[config.mk]
export PLATFORM = sky130hd
export DESIGN_NAME = axi_lite_rr_arbiter
export DESIGN_NICKNAME = d
export VERILOG_FILES = /design/src/rtl/axi_lite_pkg.sv /design/src/rtl/rr_pick2.sv /design/src/rtl/axi_lite_rr_arbiter.sv
export SDC_FILE = /design/constraint.sdc
export NUM_CORES = 1
export LEC_CHECK = 0
export CORE_UTILIZATION = 44
export CTS_CLUSTER_DIAMETER = 200
export CTS_CLUSTER_SIZE = 8
export DETAILED_ROUTE_END_ITERATION = 10
export HOLD_SLACK_MARGIN = 0.02
export PLACE_DENSITY = 0.9
export SYNTH_ARGS = -nofsm -noshare
export SYNTH_HDL_FRONTEND = slang
export SYNTH_HIERARCHICAL = 1
export SYNTH_SLANG_ARGS = --single-unit
export TNS_END_PERCENT = 50
[constraint.sdc]
create_clock -name CLK -period 3.9 [get_ports CLK]
set_input_delay 0.78 -clock CLK [delete_from_list [all_inputs] [get_ports CLK]]
set_output_delay 0.78 -clock CLK [all_outputs]
set_load 0.03 [all_outputs]
[src/rtl/axi_lite_pkg.sv]
// Shared types for the AXI-Lite command-port arbiter: FSM state encoding,
// xRESP codes and default bus widths.
package axi_lite_pkg;

  localparam int AXI_AW_DEF = 32;
  localparam int AXI_DW_DEF = 32;

  typedef enum logic [2:0] {
    IDLE      = 3'd0,
    ISSUE     = 3'd1,
    WAIT_BUSY = 3'd2,
    WAIT_DONE = 3'd3,
    RESP      = 3'd4
  } arb_state_t;

  localparam logic [1:0] OKAY   = 2'b00;
  localparam logic [1:0] EXOKAY = 2'b01;
  localparam logic [1:0] SLVERR = 2'b10;
  localparam logic [1:0] DECERR = 2'b11;

  function automatic logic [1:0] onehot2(input logic idx);
    return idx ? 2'b10 : 2'b01;
  endfunction

endpackage

[src/rtl/rr_pick2.sv]
// Combinational two-way round-robin picker; zero latency, no backpressure.
// On a tie the requester that was not served last wins.
module rr_pick2 (
  input  logic [1:0] req,
  input  logic       last_grant,
  output logic [1:0] win
);

  always_comb begin
    win = 2'b00;
    case (req)
      2'b01:   win = 2'b01;
      2'b10:   win = 2'b10;
      2'b11:   win = last_grant ? 2'b01 : 2'b10;
      default: win = 2'b00;
    endcase
  end

endmodule

[src/rtl/axi_lite_rr_arbiter.sv]
// Two-requester round-robin front end for one AXI-Lite master; ISSUE to ACK >= 4 cycles, one transaction
// outstanding, requests are held off (level, no ACK) while busy. AXI_ARB_WATCHDOG_EN adds a timeout + TIMEOUT.
module axi_lite_rr_arbiter
  import axi_lite_pkg::*;
#(
  parameter int AW     = AXI_AW_DEF,
  parameter int DW     = AXI_DW_DEF,
  parameter int TO_CYC = 256
) (
  input  logic          CLK,
  input  logic          RESETn,
  input  logic          REQ0_WR,
  input  logic          REQ0_RD,
  input  logic [AW-1:0] REQ0_ADDR,
  input  logic [DW-1:0] REQ0_WDATA,
  output logic          REQ0_ACK,
  output logic [DW-1:0] REQ0_RDATA,
  output logic [1:0]    REQ0_STATUS,
  input  logic          REQ1_WR,
  input  logic          REQ1_RD,
  input  logic [AW-1:0] REQ1_ADDR,
  input  logic [DW-1:0] REQ1_WDATA,
  output logic          REQ1_ACK,
  output logic [DW-1:0] REQ1_RDATA,
  output logic [1:0]    REQ1_STATUS,
  output logic          M_WRITE,
  output logic          M_READ,
  output logic [AW-1:0] M_ADDR,
  output logic [DW-1:0] M_WDATA,
  input  logic [DW-1:0] M_RDATA,
  input  logic          M_DONE,
  input  logic [1:0]    M_STATUS,
  output logic [1:0]    GRANT,
  output logic          BUSY
`ifdef AXI_ARB_WATCHDOG_EN
  ,
  output logic          TIMEOUT
`endif
);

  arb_state_t    state_q, state_d;
  logic          owner_q;
  logic          op_wr_q;
  logic          last_grant_q;
  logic [AW-1:0] m_addr_q;
  logic [DW-1:0] m_wdata_q;
  logic [DW-1:0] rdata0_q, rdata1_q;
  logic [1:0]    status0_q, status1_q;

  logic [1:0]    req;
  logic [1:0]    win;
  logic          win_is1;
  logic          done_ok;
  logic          wd_expire;
  logic          wd_to;

  assign req     = {REQ1_WR | REQ1_RD, REQ0_WR | REQ0_RD};
  assign win_is1 = (win == 2'b10);

  rr_pick2 u_pick (
    .req        (req),
    .last_grant (last_grant_q),
    .win        (win)
  );

  // A real completion in the same cycle as the watchdog expiry keeps its data.
  assign done_ok = (state_q == WAIT_DONE) && M_DONE;
  assign wd_to   = wd_expire && !done_ok;

`ifdef AXI_ARB_WATCHDOG_EN
  localparam int             WD_W    = $clog2(TO_CYC);
  localparam logic [WD_W-1:0] WD_LAST = WD_W'(TO_CYC - 1);

  logic            in_wait;
  logic [WD_W-1:0] wd_cnt_q;
  logic            timeout_q;

  assign in_wait   = (state_q == WAIT_BUSY) || (state_q == WAIT_DONE);
  assign wd_expire = in_wait && (wd_cnt_q == WD_LAST);
  assign TIMEOUT   = timeout_q;

  always_ff @(posedge CLK or negedge RESETn) begin
    if (!RESETn) begin
      wd_cnt_q  <= '0;
      timeout_q <= 1'b0;
    end else begin
      wd_cnt_q <= in_wait ? wd_cnt_q + 1'b1 : '0;
      if (wd_to) timeout_q <= 1'b1;
    end
  end
`else
  assign wd_expire = 1'b0;
`endif

  always_comb begin
    state_d = state_q;
    case (state_q)
      IDLE:      if (|req) state_d = ISSUE;
      ISSUE:     state_d = WAIT_BUSY;
      WAIT_BUSY: begin
        if (wd_to)        state_d = RESP;
        else if (!M_DONE) state_d = WAIT_DONE;
      end
      WAIT_DONE: if (done_ok || wd_to) state_d = RESP;
      RESP:      state_d = IDLE;
      default:   state_d = IDLE;
    endcase
  end

  always_ff @(posedge CLK or negedge RESETn) begin
    if (!RESETn) begin
      state_q      <= IDLE;
      owner_q      <= 1'b0;
      op_wr_q      <= 1'b0;
      last_grant_q <= 1'b1;
      m_addr_q     <= '0;
      m_wdata_q    <= '0;
      rdata0_q     <= '0;
      rdata1_q     <= '0;
      status0_q    <= OKAY;
      status1_q    <= OKAY;
    end else begin
      state_q <= state_d;
      if (state_q == IDLE && |req) begin
        owner_q   <= win_is1;
        op_wr_q   <= win_is1 ? REQ1_WR    : REQ0_WR;
        m_addr_q  <= win_is1 ? REQ1_ADDR  : REQ0_ADDR;
        m_wdata_q <= win_is1 ? REQ1_WDATA : REQ0_WDATA;
      end
      // Per-requester result registers so the idle requester keeps its last result.
      if (done_ok || wd_to) begin
        if (owner_q) begin
          rdata1_q  <= done_ok ? M_RDATA  : '0;
          status1_q <= done_ok ? M_STATUS : SLVERR;
        end else begin
          rdata0_q  <= done_ok ? M_RDATA  : '0;
          status0_q <= done_ok ? M_STATUS : SLVERR;
        end
      end
      if (state_q == RESP) last_grant_q <= owner_q;
    end
  end

  assign M_WRITE     = (state_q == ISSUE) &&  op_wr_q;
  assign M_READ      = (state_q == ISSUE) && !op_wr_q;
  assign M_ADDR      = m_addr_q;
  assign M_WDATA     = m_wdata_q;
  assign REQ0_ACK    = (state_q == RESP) && !owner_q;
  assign REQ1_ACK    = (state_q == RESP) &&  owner_q;
  assign REQ0_RDATA  = rdata0_q;
  assign REQ1_RDATA  = rdata1_q;
  assign REQ0_STATUS = status0_q;
  assign REQ1_STATUS = status1_q;
  assign GRANT       = (state_q == IDLE) ? 2'b00 : onehot2(owner_q);
  assign BUSY        = (state_q != IDLE);

endmodule
Yosys cells after proc, flatten, opt, wreduce, memory -nomap -nowiden
Index checks and enable logic that the tools add are counted.
{ "classes": {"n_reduce_logical": 14, "mux": 11, "n_eq_ne": 11, "n_bitwise": 3} }
{ "ops": {"columns": ["op", "count"], "rows": [
  ["$mux W32", 2],
  ["$pmux W3 S4", 1],
  ["$mux W3", 3],
  ["$eq A2 B2 Y1 const B", 3],
  ["$eq A3 B2 Y1 const B", 2],
  ["$logic_and A1 B1 Y1", 6],
  ["$mux W2", 3],
  ["$pmux W2 S3", 1],
  ["$ne A2 B2 Y1 const B", 2],
  ["$reduce_and A2 Y1", 2],
  ["$eq A3 B1 Y1 const B", 1],
  ["$eq A3 B3 Y1 const B", 1],
  ["$logic_not A3 Y1", 1],
  ["$reduce_and A3 Y1", 1],
  ["$reduce_bool A3 Y1", 1],
  ["$eq A2 B1 Y1 const B", 1],
  ["$logic_not A1 Y1", 2],
  ["$ne A2 B1 Y1 const B", 1],
  ["$or A1 B1 Y1", 2],
  ["$reduce_or A2 Y1", 1],
  ["$mux W1", 1],
  ["$not A1 Y1", 1]
]} }
{ "totals": {"inputBits": 169, "elab_cells": 49, "out_inout_bits": 139, "register_bits": 138} }

Depth between registers and ports, before layout
Gate-level depths: netlist (run 1).
{ "depth": {"depth_word": 5, "depth_mapped": 7} }

Hierarchy
Netlist (run 1), hierarchy kept.
{ "by_module_without_submodules": {"columns": ["mod", "cells_each", "area_each_um2", "n_inst"], "rows": [
  ["axi_lite_rr_arbiter", 381, 6364.9, 1],
  ["rr_pick2", 3, 18.8, 1]
]} }

Worst setup path after synthesis (run 1)
OpenSTA, ideal clock, no wires.
{ "synth_timing": {"path_kind": "input to register", "start": "input port REQ0_RD", "end": "register m_addr_q[25], in the netlist M_ADDR[25]", "setup_time_ps": 125, "required_time_ps": 3775, "setup_slack_ps": 1416, "cell_stages": 7, "n_path_buf": 2, "arrival_time_ps": 2359, "path_cell_list": "or2_1 > a21boi_0 > nor2b_1 > buf_2 > buf_2 > mux2_2 > mux2_4"} }
{ "synth_between": {"elab_chain_cells": 5, "elab_cells_between_ends": 9, "classes_between": "4 x eq/ne; 2 x mux; 1 x bitwise; 2 x reduce/logical"} }
{ "synth_rtl": {"columns": ["element", "line_no", "text"], "rows": [
  ["start, declared", "axi_lite_rr_arbiter.sv:13", "input logic REQ0_RD,"],
  ["$or A1 B1 Y1 *", "axi_lite_rr_arbiter.sv:57", "assign req = {REQ1_WR | REQ1_RD, REQ0_WR | REQ0_RD};"],
  ["$eq A2 B2 Y1 or $eq A2 B1 Y1 (tied branches)", "rr_pick2.sv:11", "case (req)"],
  ["$pmux W2 S3 *", "rr_pick2.sv:11", null],
  ["named net win[1]", "axi_lite_rr_arbiter.sv:51", "logic [1:0] win;"],
  ["$eq A2 B2 Y1 *", "axi_lite_rr_arbiter.sv:58", "assign win_is1 = (win == 2'b10);"],
  ["$mux W32 *", "axi_lite_rr_arbiter.sv:127", "m_addr_q <= win_is1 ? REQ1_ADDR : REQ0_ADDR;"],
  ["end signal, assigned", "axi_lite_rr_arbiter.sv:127", null],
  ["end, declared", "axi_lite_rr_arbiter.sv:45", "logic [AW-1:0] m_addr_q;"]
]} }
Mark *: on every way through the listed nets, which the timed path passes. The rest lies on a longest branch.
A chain may end at the register's enable or synchronous reset.

Worst setup path after layout (run 1)
{ "layout_timing": {"start": "register state_q[1]", "end": "output port GRANT[1]"} }
{ "layout_between": {"elab_chain_cells": 2} }
{ "layout_rtl": {"columns": ["element", "line_no", "text"], "rows": [
  ["start, declared", "axi_lite_rr_arbiter.sv:41", "arb_state_t state_q, state_d;"],
  ["start signal, assigned", "axi_lite_rr_arbiter.sv:123", "state_q <= state_d;"],
  ["$logic_not A3 Y1", "axi_lite_rr_arbiter.sv:154", "assign GRANT = (state_q == IDLE) ? 2'b00 : onehot2(owner_q);"],
  ["$mux W2", "axi_lite_rr_arbiter.sv:154", null],
  ["end, declared", "axi_lite_rr_arbiter.sv:33", "output logic [1:0] GRANT,"]
]} }
No other way between the ends.

==> results of run 1 <==
==> routing by layer <==
metal	GRT usage [%]	vias to the layer above	wire length, um
met3	8.22	25	1450
met1	26.2	2194	6540
met4	9.53	0	393
met2	41.2	205	9030
li1	-	2000	-
met5	0	-	0
==> power by group through the flow <==
stage | combinational (W) | clock, W | sequential (W)
3_5_place_dp | 0.00522 | 0 | 0.00263
5_1_grt | 0.00545 | 0.00190 | 0.00272
4_1_cts | 0.00526 | 0.00183 | 0.00264
3_3_place_gp | 0.00512 | 0 | 0.00258
2_1_floorplan | 0.00192 | 0 | 0.00396
6_report | 0.00521 | 0.00181 | 0.00264
==> through the flow <==
| step | hold WS (ps) | total power [W] | instance area [sq um] | instances | util [%] |
|---|---|---|---|---|---|
| floorplan | 484 | 0.00589 | 6380 | 384 | - |
| global placement | 487 | 0.00770 | 9530 | 856 | 67.8 |
| detailed placement | 490 | 0.00785 | 9530 | 856 | 67.8 |
| CTS | 354 | 0.00973 | 10200 | 888 | 72.5 |
| global route | 369 | 0.0101 | 10200 | 888 | 72.5 |
| finish | 320 | 0.00966 | 10200 | 888 | 72.5 |
==> worst max-delay path: stages, from the launching register on <==
cell and delay, ps:
dfrtp_1 440, nor3_1 450, inv_1 150, and2_1 190, clkdlybuf4s50_1 600
==> kinds of logic after synthesis <==
logic type | count (synthesis) | share of synthesized area, %
muxes | 199 | 39.2
DFF | 138 | 54.1
buffers and inverters | 23 | 4.08
and+or+nand+nor | 18 | 1.94
AOI/OAI and AO/OA | 6 | 0.647
==> worst max path at each step <==
stage	from	end	cells after the start
floorplan	REQ0_RD	M_ADDR[25]$_DFFE_PN0P_	7
global placement	REQ0_WR	M_WDATA[16]$_DFFE_PN0P_	7
detailed placement	REQ1_WR	M_ADDR[7]$_DFFE_PN0P_	7
CTS	state_q[1]$_DFFE_PN0P_	GRANT[1]	4
global route	state_q[1]$_DFFE_PN0P_	GRANT[1]	4
finish	state_q[1]$_DFFE_PN0P_	GRANT[1]	4
==> layout by cell type (no fill, tap or decap), drive strengths merged, types with 3 or more instances in the layout <==
cell,count
clkdlybuf4s50,306
clkinvlp,3
buf,7
nor2,3
mux2,199
dfrtp,137
bufinv,5
inv,4
clkinv,4
clkbuf,18
==> flip-flops by register name (all words and copies together), names as in the netlist <==
signal,flops
M_ADDR,32
REQ0_STATUS,2
op_wr_q,1
REQ1_RDATA,32
state_q,3
owner_q,1
last_grant_q,1
M_WDATA,32
REQ0_RDATA,32
REQ1_STATUS,2
==> cell type report <==
cell class,count,share of cell area (%)
clock buffer,18,4.31
clock inverter,14,2.14
inverter,2,0.0737
multi-input combinational,223,26.3
sequential,138,33.9
tap,180,2.21
timing repair buffer,313,31.0
==> results.yml, run 1 <==
worst_setup_path:
  start_kind: "register"
  critPathArrivalTime_ps: 2250
  r2r_slack_ps: 1650
  end_kind: "primary output"
  required_ps: 3120
  r2r_start: "state_q[1]$_DFFE_PN0P_"
  r2r-end: "M_ADDR[7]$_DFFE_PN0P_"
  r2r_cells: 4
  critPathMaxFanout: 7
  worstSetupPathType: "reg2out"
placement:
  place_ws_ps: 704
  io_buffers: 307
  hpwl_um: 12400
  routabilityCongestion: 0.798
grt:
  antenna_found_initial: 0
  grt_max_degree: 76
  gr-total-overflow: 0
  track_usage_pct: 23.7
  grt_pass1_vias: 4891
  grt_pass1_wl_um: 26500
pwr:
  clkPwrFrac_pct: 18.7
  swShare_pct: 38.0
  sequentialPowerShare_pct: 27.4
  p_leak_nw: 4.28
  p_per_area_nw_per_um2: 948
  peakVddDrop_mv: 0.660
  internal-power_w: 0.00599
  combPwrFrac_pct: 53.9
  p_switching_w: 0.00367
die:
  die-width_um: 122
  core_area_sq_um: 14000
  initial_utilization_pct: 45.5
  num_rows: 43
  die_h_um: 122
  io_pins: 308
  die_area_sq_um: 15000
detailed_routing:
  vias: 4424
  drc: 0
  wire_per_inst_um: 19.6
  drt_pass1_iterations: 4
  ant_nets: 0
  routed_wl_um: 17400
  initialDrtViolationCount: 176
  vias_per_cell: 4.98
logic_synthesis:
  syn_avg_cell_area_sq_um: 16.6
  synth_nets: 553
  ys_warn_count: 6
  synthTopCellsByCount: "dfrtp_1 (137), mux2_2 (129), mux2_4 (70)"
  async_flop_share_pct: 100
  netlist_area_sq_um: 6380
  ys.flop_type: "dfrtp_1"
  yosys-top-cells-area: "dfrtp_1 (54%), mux2_2 (23%), mux2_4 (16%), buf_12 (2.5%), buf_6 (0.71%)"
  yosysMostFrequentCell: "dfrtp_1"
  synth_edf_count: 0
  synth_top_area_cell: "dfrtp_1"
  synth_cells: 384
  synth_top_area_share_pct: 53.7
  seq_area_frac_synth_pct: 54.1
  synth_seq_cells: 138
  synth.distinct_cells: 30
clock_tree:
  clock_latency_ps: 420
  cts_buffers: 17
  cts_setup_buffers: 0
  clockBufferDepth: 2
  cts_tree: "built"
  clockRootBuffer: "clkbuf_16"
  cts.sinks: 138
  cts-htree-levels: 4
  cts_resized: 0
  clk_pin_slew_worst_paths_ps: 60
  cts_hold_buf: 0
status:
  status: "complete, no violations"
timing:
  finClkSkew_ps: 11.2
  finalHoldViolations: 0
  postLayoutSetupSlackWorst_ps: 873
  setup_viol: 0
  worstMarginPinSlew_ps: 865
  fmax_mhz: 330
  fin_crit_sh_pct: 77.6
  slew_headroom_pct: 42.2
  period_minus_slack_ps: 3030
  report.final.slew_viol_count: 0
  tns_ps: 0
  rsz0062_at_grt: "no"
final_layout:
  seqCellArea_sq_um: 3450
  antenna_cells: 0
  nFillCells: 874
  drive_gt1_share_pct: 34.6
  syn_to_final_growth_pct: 59.5
  multi_input_area_sq_um: 2680
  final_nets: 864
worst_hold_path:
  hp-class: "in2async"
run:
  maxCapViolCount: 0
(Power assumes the default switching activity.)
==> run 2, diff against run 1 <==
Settings changed: CORE_UTILIZATION 44 to 41, PLACE_DENSITY 0.9 to 0.85.
Clock period 3.9 ns to 3 ns, I/O delays scaled along.
==> run 2 against run 1 <==
  * Routed wire length decreased by 3.1%
  * Worst hold slack got worse by 190 ps
  * Worst setup slack got worse by 550 ps
  * Highest routed layer unchanged
==> results.yml, run 2 (synthesis results as in run 1) <==
clock_tree:
  clock_latency_ps: 410
  cts_setup_buffers: 0
  clk_pin_slew_worst_paths_ps: 60
  cts.sinks: 138
  cts_resized: 0
  cts-htree-levels: 4
  cts_tree: "built"
  cts_buffers: 17
  clockBufferDepth: 2
  clockRootBuffer: "clkbuf_16"
  cts_hold_buf: 0
status:
  status: "complete, no violations"
timing:
  finClkSkew_ps: 7.50
  fmax_mhz: 373
  report.final.slew_viol_count: 0
  rsz0062_at_grt: "no"
  worstMarginPinSlew_ps: 482
  fin_crit_sh_pct: 89.3
  finalHoldViolations: 0
  tns_ps: 0
  slew_headroom_pct: 67.8
  setup_viol: 0
  period_minus_slack_ps: 2680
final_layout:
  final_cell_mix: "clkdlybuf4s50_1 (306), dfrtp_1 (137), mux2_2 (129)"
  antenna_cells: 0
  final_common_cell: "clkdlybuf4s50_1"
  drive_gt1_share_pct: 35.1
  final_nets: 869
  syn_to_final_growth_pct: 59.9
detailed_routing:
  drt_pass1_iterations: 4
  vias: 4445
  drc: 0
  ant_nets: 0
  initialDrtViolationCount: 75
  vias_per_cell: 4.93
  routed_wl_um: 16900
  wire_per_inst_um: 18.7
pwr:
  p_leak_nw: 4.30
  p_total_w: 0.0124
  peakVddDrop_mv: 0.670
  p_per_area_nw_per_um2: 1210
run:
  maxCapViolCount: 0
die:
  initial_utilization_pct: 42.0
  die_area_sq_um: 16100
  die_h_um: 127
  core_area_sq_um: 15200
  io_pins: 308
  die-width_um: 127
  num_rows: 45
grt:
  grt_max_degree: 64
  grt_pass1_wl_um: 26600
  antenna_found_initial: 0
  gr-total-overflow: 0
  grt_pass1_vias: 5067
  track_usage_pct: 21.5
worst_setup_path:
  required_ps: 2400
  worstSetupPathType: "reg2out"
  end_kind: "primary output"
  critPathArrivalTime_ps: 2080
  critPathMaxFanout: 7
  start_kind: "register"
placement:
  io_buffers: 307
  routabilityCongestion: 0.837
  hpwl_um: 12600
worst_hold_path:
  hp-class: "in2async"
## run 2: cell count changes in the layout (fill, tap and decap cells not counted)
cell	delta
inv_6	+1
buf_4	+4
bufinv_16	-2
buf_12	+1
clkbuf_8	+1
## run 2: final timing paths
check	startpoint	endpoint	slack [ps]	cells after the start
worst max-delay path	state_q[1]$_DFFE_PN0P_	REQ1_ACK	320	3
worst min-delay path	RESETn	M_ADDR[4]$_DFFE_PN0P_	130	1
min in group CLK	REQ1_RDATA[5]$_DFFE_PN0P_	REQ1_RDATA[5]$_DFFE_PN0P_	510	1
max in group asynchronous	RESETn	REQ0_RDATA[19]$_DFFE_PN0P_	2130	2
worst max register to register	state_q[1]$_DFFE_PN0P_	M_ADDR[12]$_DFFE_PN0P_	980	5
worst min register to register	REQ1_RDATA[5]$_DFFE_PN0P_	REQ1_RDATA[5]$_DFFE_PN0P_	510	1
## run 2: area by class of cell
cell class / count / area (sq um)
clock buffers: 19 / 453
clock inverters: 13 / 166
fillers: 1081 / 5000
inverters: 2 / 7.51
multi-input cells: 223 / 2680
flip-flops and latches: 138 / 3450
well taps: 188 / 235
repair buffers: 318 / 3210
## run 2: through the flow
stage	hold slack, ps	std cells	util [%]	cell area, sq um	setup WS (ps)
final	132	901	67.1	10200	321
after global routing	157	901	67.1	10200	171
after CTS	139	901	67.1	10200	294
after detailed placement	492	869	63.1	9590	245
after global placement	489	869	63.1	9590	321
after floorplan	304	384	-	6380	696
## run 2: per-layer routing
layer  up-vias  routed length (um)  global-route usage [%]  share of wire [%]
li1       2013                   -                       -                  -
met1      2182                6170                    22.6                 37
met3        46                1350                    7.09                8.0
met2       204                8720                    38.5                 52
met5         -                   0                       0                  0
met4         0                 634                    11.0                3.8
## run 2: power breakdown
group	total, W	internal [W]	leakage [nW]	switching, W
Combinational	0.00682	0.00348	2.36	0.00334
Clock	0.00217	0.00136	0.296	0.000810
Sequential	0.00341	0.00283	1.64	0.000575
Total	0.0124	0.00768	4.29	0.00472
## run 2: worst max-delay path, stage by stage (launching register included)
cell and delay, ps:
dfrtp_1 450, nor2_1 270, and3_1 240, clkdlybuf4s50_1 710
==> run 3, diff against run 2 <==
Settings changed: CORE_UTILIZATION 41 to 37, PLACE_DENSITY 0.85 to 0.81, TNS_END_PERCENT 50 to not set.
Clock period 3 ns to 2.3 ns, I/O delays scaled along.
==> run 3 against run 2 <==
  * Sequential power up 30%
  * Critical path depth up 4
  * Die area up 11%
  * Register-to-register slack worse by 520 ps
  * Worst setup slack worse by 220 ps
  * Largest cell class unchanged
  * First-iteration DRC count up 120%
  * Flip-flop and latch count unchanged
  * Critical path type is now in2reg
  * Combinational power up 30%
==> results.yml, run 3 (synthesis results as in run 1) <==
status:
  status: "complete, no violations"
final_layout:
  final_common_cell: "clkdlybuf4s50_1"
  drive_gt1_share_pct: 35.9
  final_cell_mix: "clkdlybuf4s50_1 (299), dfrtp_1 (137), mux2_2 (129)"
  final_core_util_pct: 61.6
  final_nets: 875
  syn_to_final_growth_pct: 61.0
  antenna_cells: 0
grt:
  antenna_found_initial: 0
  track_usage_pct: 19.4
  gr-total-overflow: 0
  grt_max_degree: 59
  grt_pass1_wl_um: 26700
  grt_pass1_vias: 4893
pwr:
  p_switching_w: 0.00624
  sequentialPowerShare_pct: 27.7
  clkPwrFrac_pct: 16.9
  p_per_area_nw_per_um2: 1560
  combPwrFrac_pct: 55.4
  peakVddDrop_mv: 0.808
  p_leak_nw: 4.34
  swShare_pct: 38.9
  internal-power_w: 0.00982
worst_setup_path:
  critPathArrivalTime_ps: 2490
  r2r_start: "last_grant_q$_DFFE_PN1N_"
  critPathMaxFanout: 48
  worstSetupPathType: "in2reg"
  r2r_cells: 5
  r2r-end: "M_WDATA[4]$_DFFE_PN0P_"
  start_kind: "input port"
  cp_top_family: "buffers and inverters"
  end_kind: "register"
  required_ps: 2590
  crit_chain: "clkdlybuf4s50_1 > or2_1 > a21boi_0 > nor2b_4 > buf_12 > mux2_2 > mux2_4"
  r2r_slack_ps: 460
  max_stage_delay_ps: 430
  critPathBufInv: 2
  cp_slowest_cell: "clkdlybuf4s50_1"
worst_hold_path:
  min_from: "REQ1_RDATA[1]$_DFFE_PN0P_"
  hold_end: "REQ1_RDATA[1]$_DFFE_PN0P_"
  hp-class: "reg2reg"
  hold_depth: 1
timing:
  report.final.slew_viol_count: 0
  period_minus_slack_ps: 2200
  finalHoldViolations: 0
  finClkSkew_ps: 8.41
  tns_ps: 0
  worstMarginPinSlew_ps: 388
  fin_crit_sh_pct: 95.8
  fmax_mhz: 454
  slew_headroom_pct: 74.2
  setup_viol: 0
  rsz0062_at_grt: "no"
clock_tree:
  cts_setup_buffers: 0
  clockBufferDepth: 2
  cts.sinks: 138
  clockRootBuffer: "clkbuf_16"
  cts_buffers: 17
  clk_pin_slew_worst_paths_ps: 60
  cts_tree: "built"
  clock_latency_ps: 410
  cts-htree-levels: 4
die:
  num_rows: 47
  io_pins: 308
  die_h_um: 133
  die_area_sq_um: 17800
  die-width_um: 133
  initial_utilization_pct: 38.2
  core_area_sq_um: 16700
run:
  maxCapViolCount: 0
placement:
  routabilityCongestion: 0.830
  hpwl_um: 12400
  io_buffers: 307
detailed_routing:
  wire_per_inst_um: 17.8
  drt_pass1_iterations: 4
  routed_wl_um: 16800
  drc: 0
  vias: 4385
  initialDrtViolationCount: 164
  ant_nets: 0
  vias_per_cell: 4.67
## run 3: cell types whose count changed in the layout (fill, tap and decap cells not counted), sizes merged
cell           change
buf                +5
bufinv             -2
clkbuf             +1
clkdlybuf4s50      -7
clkinvlp           -2
dlygate4sd2        +5
dlygate4sd3        +1
inv                +5
## run 3: layer usage
metal	wire, um	GRT usage, %	share of wire [%]	vias to the layer above
met4	310	5.87	1.9	0
li1	-	-	-	2027
met2	8760	34.7	52	189
met5	0	0	0	-
met1	6580	22.0	39	2145
met3	1100	6.09	6.6	24
## run 3: power by group through the flow
stage / Clock [W] / Sequential, W / Combinational [W]
finish: 0.00272 / 0.00444 / 0.00890
global route: 0.00289 / 0.00460 / 0.00929
CTS: 0.00278 / 0.00445 / 0.00899
detailed placement: 0 / 0.00445 / 0.00899
global placement: 0 / 0.00438 / 0.00882
floorplan: 0 / 0.00672 / 0.00326
## run 3: worst max path at each step
| stage | from | slack [ps] | to | cells past startpoint |
|---|---|---|---|---|
| after CTS | state_q[1]$_DFFE_PN0P_ | 60 | GRANT[1] | 4 |
| after global placement | REQ0_RD | -260 | M_ADDR[29]$_DFFE_PN0P_ | 7 |
| final | REQ0_RD | 100 | M_WDATA[4]$_DFFE_PN0P_ | 7 |
| after global routing | REQ0_RD | 20 | M_WDATA[4]$_DFFE_PN0P_ | 7 |
| after detailed placement | REQ0_RD | -310 | M_WDATA[4]$_DFFE_PN0P_ | 7 |
| after floorplan | REQ0_RD | 140 | M_ADDR[25]$_DFFE_PN0P_ | 7 |
## run 3: metrics by stage
stage                     hold WS, ps  instance area, sq um  setup slack (ps)  power [W]  instances
after floorplan                   164                  6380               136    0.00999        384
after global placement            399                  9690              -265     0.0132        906
after detailed placement          398                  9690              -310     0.0134        906
after CTS                         508                 10300              63.0     0.0162        939
after global routing              522                 10300              20.8     0.0168        939
final                             505                 10300              97.7     0.0161        939
## run 3: repair_timing
item	in CTS	in global routing
gates resized for setup	7	5
gates cloned	0	0
hold buffers	1	0
endpoints found under the setup margin	7	3
hold endpoints to repair	36	0
## run 3: worst reg2reg max path, delay by kind of cell (launching register included)
family	cells	cell delay [ps]
buffers and inverters	1	260
AO/OA/AOI/OAI	1	190
AND/OR/NAND/NOR	1	200
flip-flops	1	380
multiplexers	2	680
## run 3: area by class of cell
cell class | count | area (sq um)
tap | 220 | 275
fill | 1263 | 6420
timing repair buffer | 324 | 3260
inverter | 2 | 7.51
sequential | 138 | 3450
clock buffer | 18 | 439
clock inverter | 14 | 153
multi-input combinational | 223 | 2690
